## config.mk

```make
export PLATFORM = sky130hd
export DESIGN_NAME = ram_arbiter
export DESIGN_NICKNAME = d
export VERILOG_FILES = /design/src/rtl/ram_arbiter.sv
export SDC_FILE = /design/constraint.sdc
export NUM_CORES = 1
export LEC_CHECK = 0
export ABC_AREA = 1
export CORE_MARGIN = 1
export CORE_UTILIZATION = 40
export CTS_CLUSTER_SIZE = 40
export DETAILED_ROUTE_END_ITERATION = 16
export PLACE_DENSITY = 0.78
export SETUP_SLACK_MARGIN = 0.05
export SYNTH_ARGS = -nofsm -noshare
export SYNTH_HDL_FRONTEND = slang
export SYNTH_SLANG_ARGS = --single-unit
```

## constraint.sdc

```tcl
create_clock -name clk -period 2.7 [get_ports clk]
set_input_delay 0.54 -clock clk [delete_from_list [all_inputs] [get_ports clk]]
set_output_delay 0.54 -clock clk [all_outputs]
set_load 0.02 [all_outputs]
```

## src/rtl/ram_arbiter.sv

```systemverilog
// Two-requester front end for a simple dual-port RAM clocked by clk.
// Writes and reads are arbitrated independently, with round-robin on each port.
module ram_arbiter #(
  parameter int WIDTH   = 8,
  parameter int ENTRIES = 256,
  localparam int AW     = $clog2(ENTRIES)
) (
  input  logic             clk,
  input  logic             rst,

  input  logic             a_wr_valid,
  input  logic [AW-1:0]    a_wr_addr,
  input  logic [WIDTH-1:0] a_wr_data,
  output logic             a_wr_ready,
  input  logic             b_wr_valid,
  input  logic [AW-1:0]    b_wr_addr,
  input  logic [WIDTH-1:0] b_wr_data,
  output logic             b_wr_ready,

  input  logic             a_rd_valid,
  input  logic [AW-1:0]    a_rd_addr,
  output logic             a_rd_ready,
  input  logic             b_rd_valid,
  input  logic [AW-1:0]    b_rd_addr,
  output logic             b_rd_ready,

  output logic [WIDTH-1:0] rd_data,
  output logic             a_rd_data_valid,
  output logic             b_rd_data_valid,

  output logic [AW-1:0]    ram_waddr,
  output logic [WIDTH-1:0] ram_write_data,
  output logic             ram_write_enable,
  output logic [AW-1:0]    ram_raddr,
  input  logic [WIDTH-1:0] ram_read_data
);

  // Handshake: a transfer happens in any cycle where valid && ready are both
  // high. Ready is combinational from valids/addresses and is 0 during reset.

  logic             wr_last_b_q, wr_last_b_d;
  logic             rd_last_b_q, rd_last_b_d;
  logic             ram_we_q, ram_we_d;
  logic [AW-1:0]    ram_waddr_q, ram_waddr_d;
  logic [WIDTH-1:0] ram_wdata_q, ram_wdata_d;
  logic [AW-1:0]    ram_raddr_q, ram_raddr_d;
  logic [1:0]       hit_s1_q, hit_s1_d;
  logic [1:0]       hit_s2_q, hit_s2_d;

  logic             a_wr_gnt, b_wr_gnt;
  logic             a_rd_gnt, b_rd_gnt;
  logic             a_rd_elig, b_rd_elig;
  logic             wr_fire, rd_fire;
  logic [AW-1:0]    wr_addr_sel;
  logic [WIDTH-1:0] wr_data_sel;
  logic [AW-1:0]    rd_addr_sel;

  always_comb begin
    a_wr_gnt = 1'b0;
    b_wr_gnt = 1'b0;
    case ({a_wr_valid, b_wr_valid})
      2'b10:   a_wr_gnt = 1'b1;
      2'b01:   b_wr_gnt = 1'b1;
      2'b11: begin
        a_wr_gnt = wr_last_b_q;
        b_wr_gnt = !wr_last_b_q;
      end
      default: ;
    endcase
    a_wr_ready  = rst && a_wr_gnt;
    b_wr_ready  = rst && b_wr_gnt;
    wr_fire     = a_wr_ready || b_wr_ready;
    wr_addr_sel = b_wr_ready ? b_wr_addr : a_wr_addr;
    wr_data_sel = b_wr_ready ? b_wr_data : a_wr_data;
  end

  // A read racing a same-cycle write to its address would sample stale data
  // on the same edge the RAM commits, so it is held off one cycle.
  always_comb begin
    a_rd_elig = a_rd_valid && !(wr_fire && (wr_addr_sel == a_rd_addr));
    b_rd_elig = b_rd_valid && !(wr_fire && (wr_addr_sel == b_rd_addr));
    a_rd_gnt  = 1'b0;
    b_rd_gnt  = 1'b0;
    case ({a_rd_elig, b_rd_elig})
      2'b10:   a_rd_gnt = 1'b1;
      2'b01:   b_rd_gnt = 1'b1;
      2'b11: begin
        a_rd_gnt = rd_last_b_q;
        b_rd_gnt = !rd_last_b_q;
      end
      default: ;
    endcase
    a_rd_ready  = rst && a_rd_gnt;
    b_rd_ready  = rst && b_rd_gnt;
    rd_fire     = a_rd_ready || b_rd_ready;
    rd_addr_sel = b_rd_ready ? b_rd_addr : a_rd_addr;
  end

  always_comb begin
    wr_last_b_d = wr_last_b_q;
    rd_last_b_d = rd_last_b_q;
    ram_we_d    = wr_fire;
    ram_waddr_d = ram_waddr_q;
    ram_wdata_d = ram_wdata_q;
    ram_raddr_d = ram_raddr_q;
    hit_s1_d    = {a_rd_ready, b_rd_ready};
    hit_s2_d    = hit_s1_q;
    if (wr_fire) begin
      wr_last_b_d = b_wr_ready;
      ram_waddr_d = wr_addr_sel;
      ram_wdata_d = wr_data_sel;
    end
    if (rd_fire) begin
      rd_last_b_d = b_rd_ready;
      ram_raddr_d = rd_addr_sel;
    end
  end

  always_ff @(posedge clk or negedge rst) begin
    if (!rst) begin
      wr_last_b_q <= 1'b1;
      rd_last_b_q <= 1'b1;
      ram_we_q    <= 1'b0;
      ram_waddr_q <= '0;
      ram_wdata_q <= '0;
      ram_raddr_q <= '0;
      hit_s1_q    <= 2'b00;
      hit_s2_q    <= 2'b00;
    end else begin
      wr_last_b_q <= wr_last_b_d;
      rd_last_b_q <= rd_last_b_d;
      ram_we_q    <= ram_we_d;
      ram_waddr_q <= ram_waddr_d;
      ram_wdata_q <= ram_wdata_d;
      ram_raddr_q <= ram_raddr_d;
      hit_s1_q    <= hit_s1_d;
      hit_s2_q    <= hit_s2_d;
    end
  end

  assign ram_write_enable = ram_we_q;
  assign ram_waddr        = ram_waddr_q;
  assign ram_write_data   = ram_wdata_q;
  assign ram_raddr        = ram_raddr_q;
  assign rd_data          = ram_read_data;
  assign a_rd_data_valid  = hit_s2_q[1];
  assign b_rd_data_valid  = hit_s2_q[0];

endmodule
```

-- Word level (Yosys, flattened, before mapping)
Index checks and enable logic that the tools add are counted.
W data, S select, Z words.
- bits in registers: 31
- input bits: 62
- output and inout bits: 39
- eq/ne operators: 8
- mux-type cells: 7
- reduce and logical (&&, ||, !) cells: 14
- operator list (kind ; count):
    $mux W8 ; 3
    $eq A8 B8 Y1 ; 2
    $eq A2 B2 Y1 const B ; 4
    $logic_and A1 B1 Y1 ; 8
    $pmux W1 S2 ; 4
    $eq A2 B1 Y1 const B ; 2
    $logic_not A1 Y1 ; 4
    $logic_or A1 B1 Y1 ; 2

-- Depth between registers and ports, before layout
- depth in word-level cells: 12
- gate-level depth with buffers: 17
- depth with buffers taken out: 16

-- Worst setup path after synthesis
No wires, ideal clock.
- path type: reg-to-output
- from: reg wr_last_b_q
- to: out a_rd_ready
- arrival: 1.920 ns
- setup slack: 0.240 ns
- cell stages (with the launch flop): 11
- path through: dfstp_2 -> nand2_2 -> nand2_4 -> buf_12 -> nand2_4 -> nand2_2 -> xor2_1 -> nor2_1 -> nand3_2 -> nand3_2 -> a31oi_1
- word-level cells in the longest chain between the ends: 11
- elaborated cells between the ends (all ways): 19
- RTL lines (what ; RTL line ; RTL):
    start, declared ; 41 ; logic wr_last_b_q, wr_last_b_d;
    start signal, assigned ; 130 ; wr_last_b_q <= wr_last_b_d;
    $logic_not A1 Y1 ; 66 ; b_wr_gnt = !wr_last_b_q;
    $pmux W1 S2 ; 61 ; case ({a_wr_valid, b_wr_valid})
    $logic_and A1 B1 Y1 ; 71 ; b_wr_ready = rst && b_wr_gnt;
    $mux W8 ; 73 ; wr_addr_sel = b_wr_ready ? b_wr_addr : a_wr_addr;
    $eq A8 B8 Y1 (on tied branches) ; 81, 80 ;
    $logic_and A1 B1 Y1 (on tied branches) ; 81, 80 ;
    $logic_not A1 Y1 (on tied branches) ; 81, 80 ;
    $logic_and A1 B1 Y1 (on tied branches) ; 81, 80 ;
    $eq A2 B2 Y1 ; 84 ; case ({a_rd_elig, b_rd_elig})
    $pmux W1 S2 (*) ; 84 ;
    $logic_and A1 B1 Y1 (*) ; 93 ; a_rd_ready = rst && a_rd_gnt;
    end, declared ; 22 ; output logic a_rd_ready,
Every way passes the cells marked *; elsewhere a longest branch is shown, timed or not.

-- Worst setup path in the final report
Ends and elaborated chain as after synthesis.

==> flow_metrics.env <==
export IMPL_status="completed"
export IMPL_rows=25
export IMPL_globalplace_congestion=0.866
export IMPL_coreArea_mm2=0.00479
export IMPL_synth_distinct_cells=24
export IMPL_synth_most_common_cell="nand2_1"
export IMPL_fin_crit_ps=2650
export IMPL_syn_inst=269
export IMPL_switching_share_pct=33.4
export IMPL_worstSkewPairLatency_ps=280
export IMPL_ys_top_cells_by_count="nand2_1, nand3_1, nor2_1, dfrtp_1, inv_1"
export IMPL_ys_warn_count=0
export IMPL_syn_cell_area_mm2=0.00201
export IMPL_post_route_period_util_pct=98.1
export IMPL_use_met1_pct=31.0
export IMPL_nets=453
export IMPL_power_internal_mw=1.01
export IMPL_synth_ff_type="dfrtp_1"
export IMPL_cts_root_buf="clkbuf_8"
export IMPL_busiest_layer="met2"
export IMPL_h_tree_depth=2
export IMPL_postRouteAntennaNets=0
export IMPL_seqPwrFrac_pct=37.1
export IMPL_synth_edf_count=0
export IMPL_finalHoldViolCount=0
export IMPL_first_global_vias=2172
export IMPL_tightestPinTransition_ps=449
export IMPL_drive_gt1_share_pct=24.0
export IMPL_vias=2218
export IMPL_grt_max_degree=35
export IMPL_pwr_density_cell_mw_per_mm2=461
export IMPL_dp_hpwl_um=4460
export IMPL_synth_fp_nets=331
export IMPL_viasPerCell=4.83
export IMPL_worstPathArrival_ps=2110
export IMPL_holdCritPathClass="flop to flop"
export IMPL_synthTopCellsByArea="dfrtp_1, nand2_1, nand3_1"
export IMPL_start_kind="flop"
export IMPL_grt_overflow=0
export IMPL_synth_largest_area_cell="dfrtp_1"
export IMPL_max_freq_mhz=378
export IMPL_peakVddDrop_mv=0.294
export IMPL_wl_per_cell_um=13.2
export IMPL_cts_tree="built"
export IMPL_holdBufCountCts=0
export IMPL_synthDominantCellAreaShare_pct=36.1
export IMPL_grt_use_met3_pct=4.28
export IMPL_drt_pass1_iter_count=4
export IMPL_multi_input_area_mm2=0.00107
export IMPL_antenna_found_initial=0
export IMPL_initial_core_util_pct=42.0
export IMPL_worstSetupPathType="flop to output port"
export IMPL_syn_to_final_growth_pct=64.1
export IMPL_seq_area_um2=778
export IMPL_async_flop_share_pct=100
export IMPL_grt_usage_pct=24.6
export IMPL_setup_violations=0
export IMPL_grt_first_pass_wirelength_um=9980
export IMPL_cap_violations=0
export IMPL_switchingPower_uw=508
export IMPL_use_met2_pct=42.2
export IMPL_finalClockSkew_ps=3.04
export IMPL_io_pins=101
export IMPL_fp_dieW_um=72.9
export IMPL_cp_data_required_time_ps=2160
export IMPL_r2r_setup_slack_ps=550
export IMPL_die_area_mm2=0.00531
export IMPL_antenna_cells=0
export IMPL_cts_path_max_buffers=2
export IMPL_power_leakage_nw=1.60
export IMPL_whs_ps=348
export IMPL_rsz0062_at_grt="true"
export IMPL_ys_seq_area_share_pct=38.8
export IMPL_p_comb_share_pct=39.5
export IMPL_drc=0
export IMPL_slew_limit_headroom_pct=70.1
export IMPL_worst_setup_path_end_kind="output port"
export IMPL_finalPower_mw=1.52
export IMPL_nFillCells=392
export IMPL_numCtsBuffers=5
export IMPL_path_clk_slew_ps=60
export IMPL_syn_mean_instance_area_um2=7.47
export IMPL_drv_slew=0
export IMPL_ys_ff_latch=31
export IMPL_io_buffers=84
export IMPL_cts_sinks=31
export IMPL_die_y_um=72.9
export IMPL_routed_wl_um=6040
export IMPL_path_max_fanout=7
export IMPL_pwr_share_clk_pct=23.4
export IMPL_drtIter0Drc=91
[sequential cells by signal, indices dropped and copies added, names as in the netlist]
| name | flops |
|---|---|
| ram_write_enable | 1 |
| rd_last_b_q | 1 |
| ram_raddr | 8 |
| hit_s1_q | 2 |
| wr_last_b_q | 1 |
| ram_waddr | 8 |
| ram_write_data | 8 |
| hit_s2_q | 2 |
[power by group through the flow]
| stage | clock network [mW] | registers (mW) | logic, mW |
|---|---|---|---|
| 2_1_floorplan | 0 | 0.643 | 0.216 |
| 3_5_place_dp | 0 | 0.570 | 0.576 |
| 3_3_place_gp | 0 | 0.568 | 0.569 |
| 4_1_cts | 0.362 | 0.563 | 0.586 |
| 6_report | 0.356 | 0.564 | 0.600 |
| 5_1_grt | 0.387 | 0.573 | 0.650 |
[through the flow]
stage | util, % | std cells | worst slack (ps) | cell area [um2] | setup TNS, ps
finish | 68.9 | 459 | 51.2 | 3300 | 0
global route | 68.9 | 459 | -50.8 | 3300 | -100
CTS | 67.6 | 453 | 54.5 | 3230 | 0
detailed placement | 65.1 | 444 | -724 | 3110 | -1540
global placement | 65.1 | 444 | -679 | 3110 | -1400
floorplan | - | 269 | 240 | 2010 | 0
[final timing paths]
check,cells past startpoint,to,startpoint
setup / recovery,10,a_rd_ready,wr_last_b_q$_DFFE_PN1P_
max in group asynchronous,3,rd_last_b_q$_DFFE_PN1P_,rst
min in group asynchronous,3,ram_write_data[1]$_DFFE_PN0P_,rst
setup reg to reg,16,ram_raddr[7]$_DFFE_PN0P_,wr_last_b_q$_DFFE_PN1P_
hold reg to reg,0,hit_s2_q[0]$_DFF_PN0_,hit_s1_q[0]$_DFF_PN0_
hold / removal,0,hit_s2_q[0]$_DFF_PN0_,hit_s1_q[0]$_DFF_PN0_
[layout by cell type (no fill, tap or decap)]
| master | Yosys | layout |
|---|---|---|
| nand3b_1 | 10 | 10 |
| clkbuf_1 | 3 | 2 |
| a31oi_1 | 14 | 14 |
| clkbuf_2 | 0 | 3 |
| buf_4 | 9 | 43 |
| nand4_1 | 1 | 1 |
| nor2_4 | 1 | 1 |
| nor2_1 | 31 | 27 |
| o21ai_0 | 5 | 5 |
| dfstp_2 | 2 | 2 |
| dlymetal6s2s_1 | 0 | 1 |
| nand3_1 | 34 | 31 |
| a21oi_1 | 3 | 3 |
| nand2_2 | 9 | 8 |
| nand2_8 | 1 | 3 |
| nand3_2 | 5 | 8 |
| nand2_1 | 69 | 69 |
| dfrtp_1 | 29 | 29 |
| clkinv_2 | 0 | 1 |
| inv_4 | 2 | 1 |
| nand2_4 | 8 | 8 |
| clkdlybuf4s50_1 | 0 | 78 |
| inv_2 | 1 | 2 |
| inv_1 | 27 | 26 |
| clkbuf_8 | 0 | 5 |
| clkinv_4 | 0 | 1 |
| xor2_1 | 2 | 2 |
| a21oi_2 | 1 | 1 |
| nor2_2 | 0 | 4 |
| buf_6 | 0 | 3 |
[worst max-delay path: stages, from the launching register on]
cell and delay, ps:
dfstp_2 600, nand2_8 100, buf_6 140, nand3b_1 110, nand3_1 90, nand2_1 80
nand2_1 60, nor2_2 120, nand3_2 110, a31oi_1 230, buf_4 180
[routing by layer]
metal	part of all wire [%]	wire, um
met1	45	2720
met2	48	2890
met3	5.0	300
met4	2.2	133
met5	0	0
[logic make-up (layout without fill, tap and decap cells)]
group / Yosys count / count (layout) / share of synthesized area (%)
compound gates: 23 / 23 / 6.79
xor+xnor: 2 / 2 / 0.872
buf+inv: 44 / 166 / 11.0
flops: 31 / 31 / 38.8
simple gates: 169 / 170 / 42.6
[area by class of cell]
cell class                      instances  share of cell area [%]
Clock buffer                            7                    2.32
Clock inverter                          1                   0.152
Inverter                               30                    3.64
Multi-Input combinational cell        195                    32.4
Sequential cell                        31                    23.6
Tap cell                               67                    2.54
Timing Repair Buffer                  128                    35.3
[timing repair]
item,in CTS,in global routing
resized for setup,24,12
setup endpoints to repair,3,2
cloned,0,1
pin swaps,6,11
setup buffers,1,5
(Power assumes the default switching activity.)
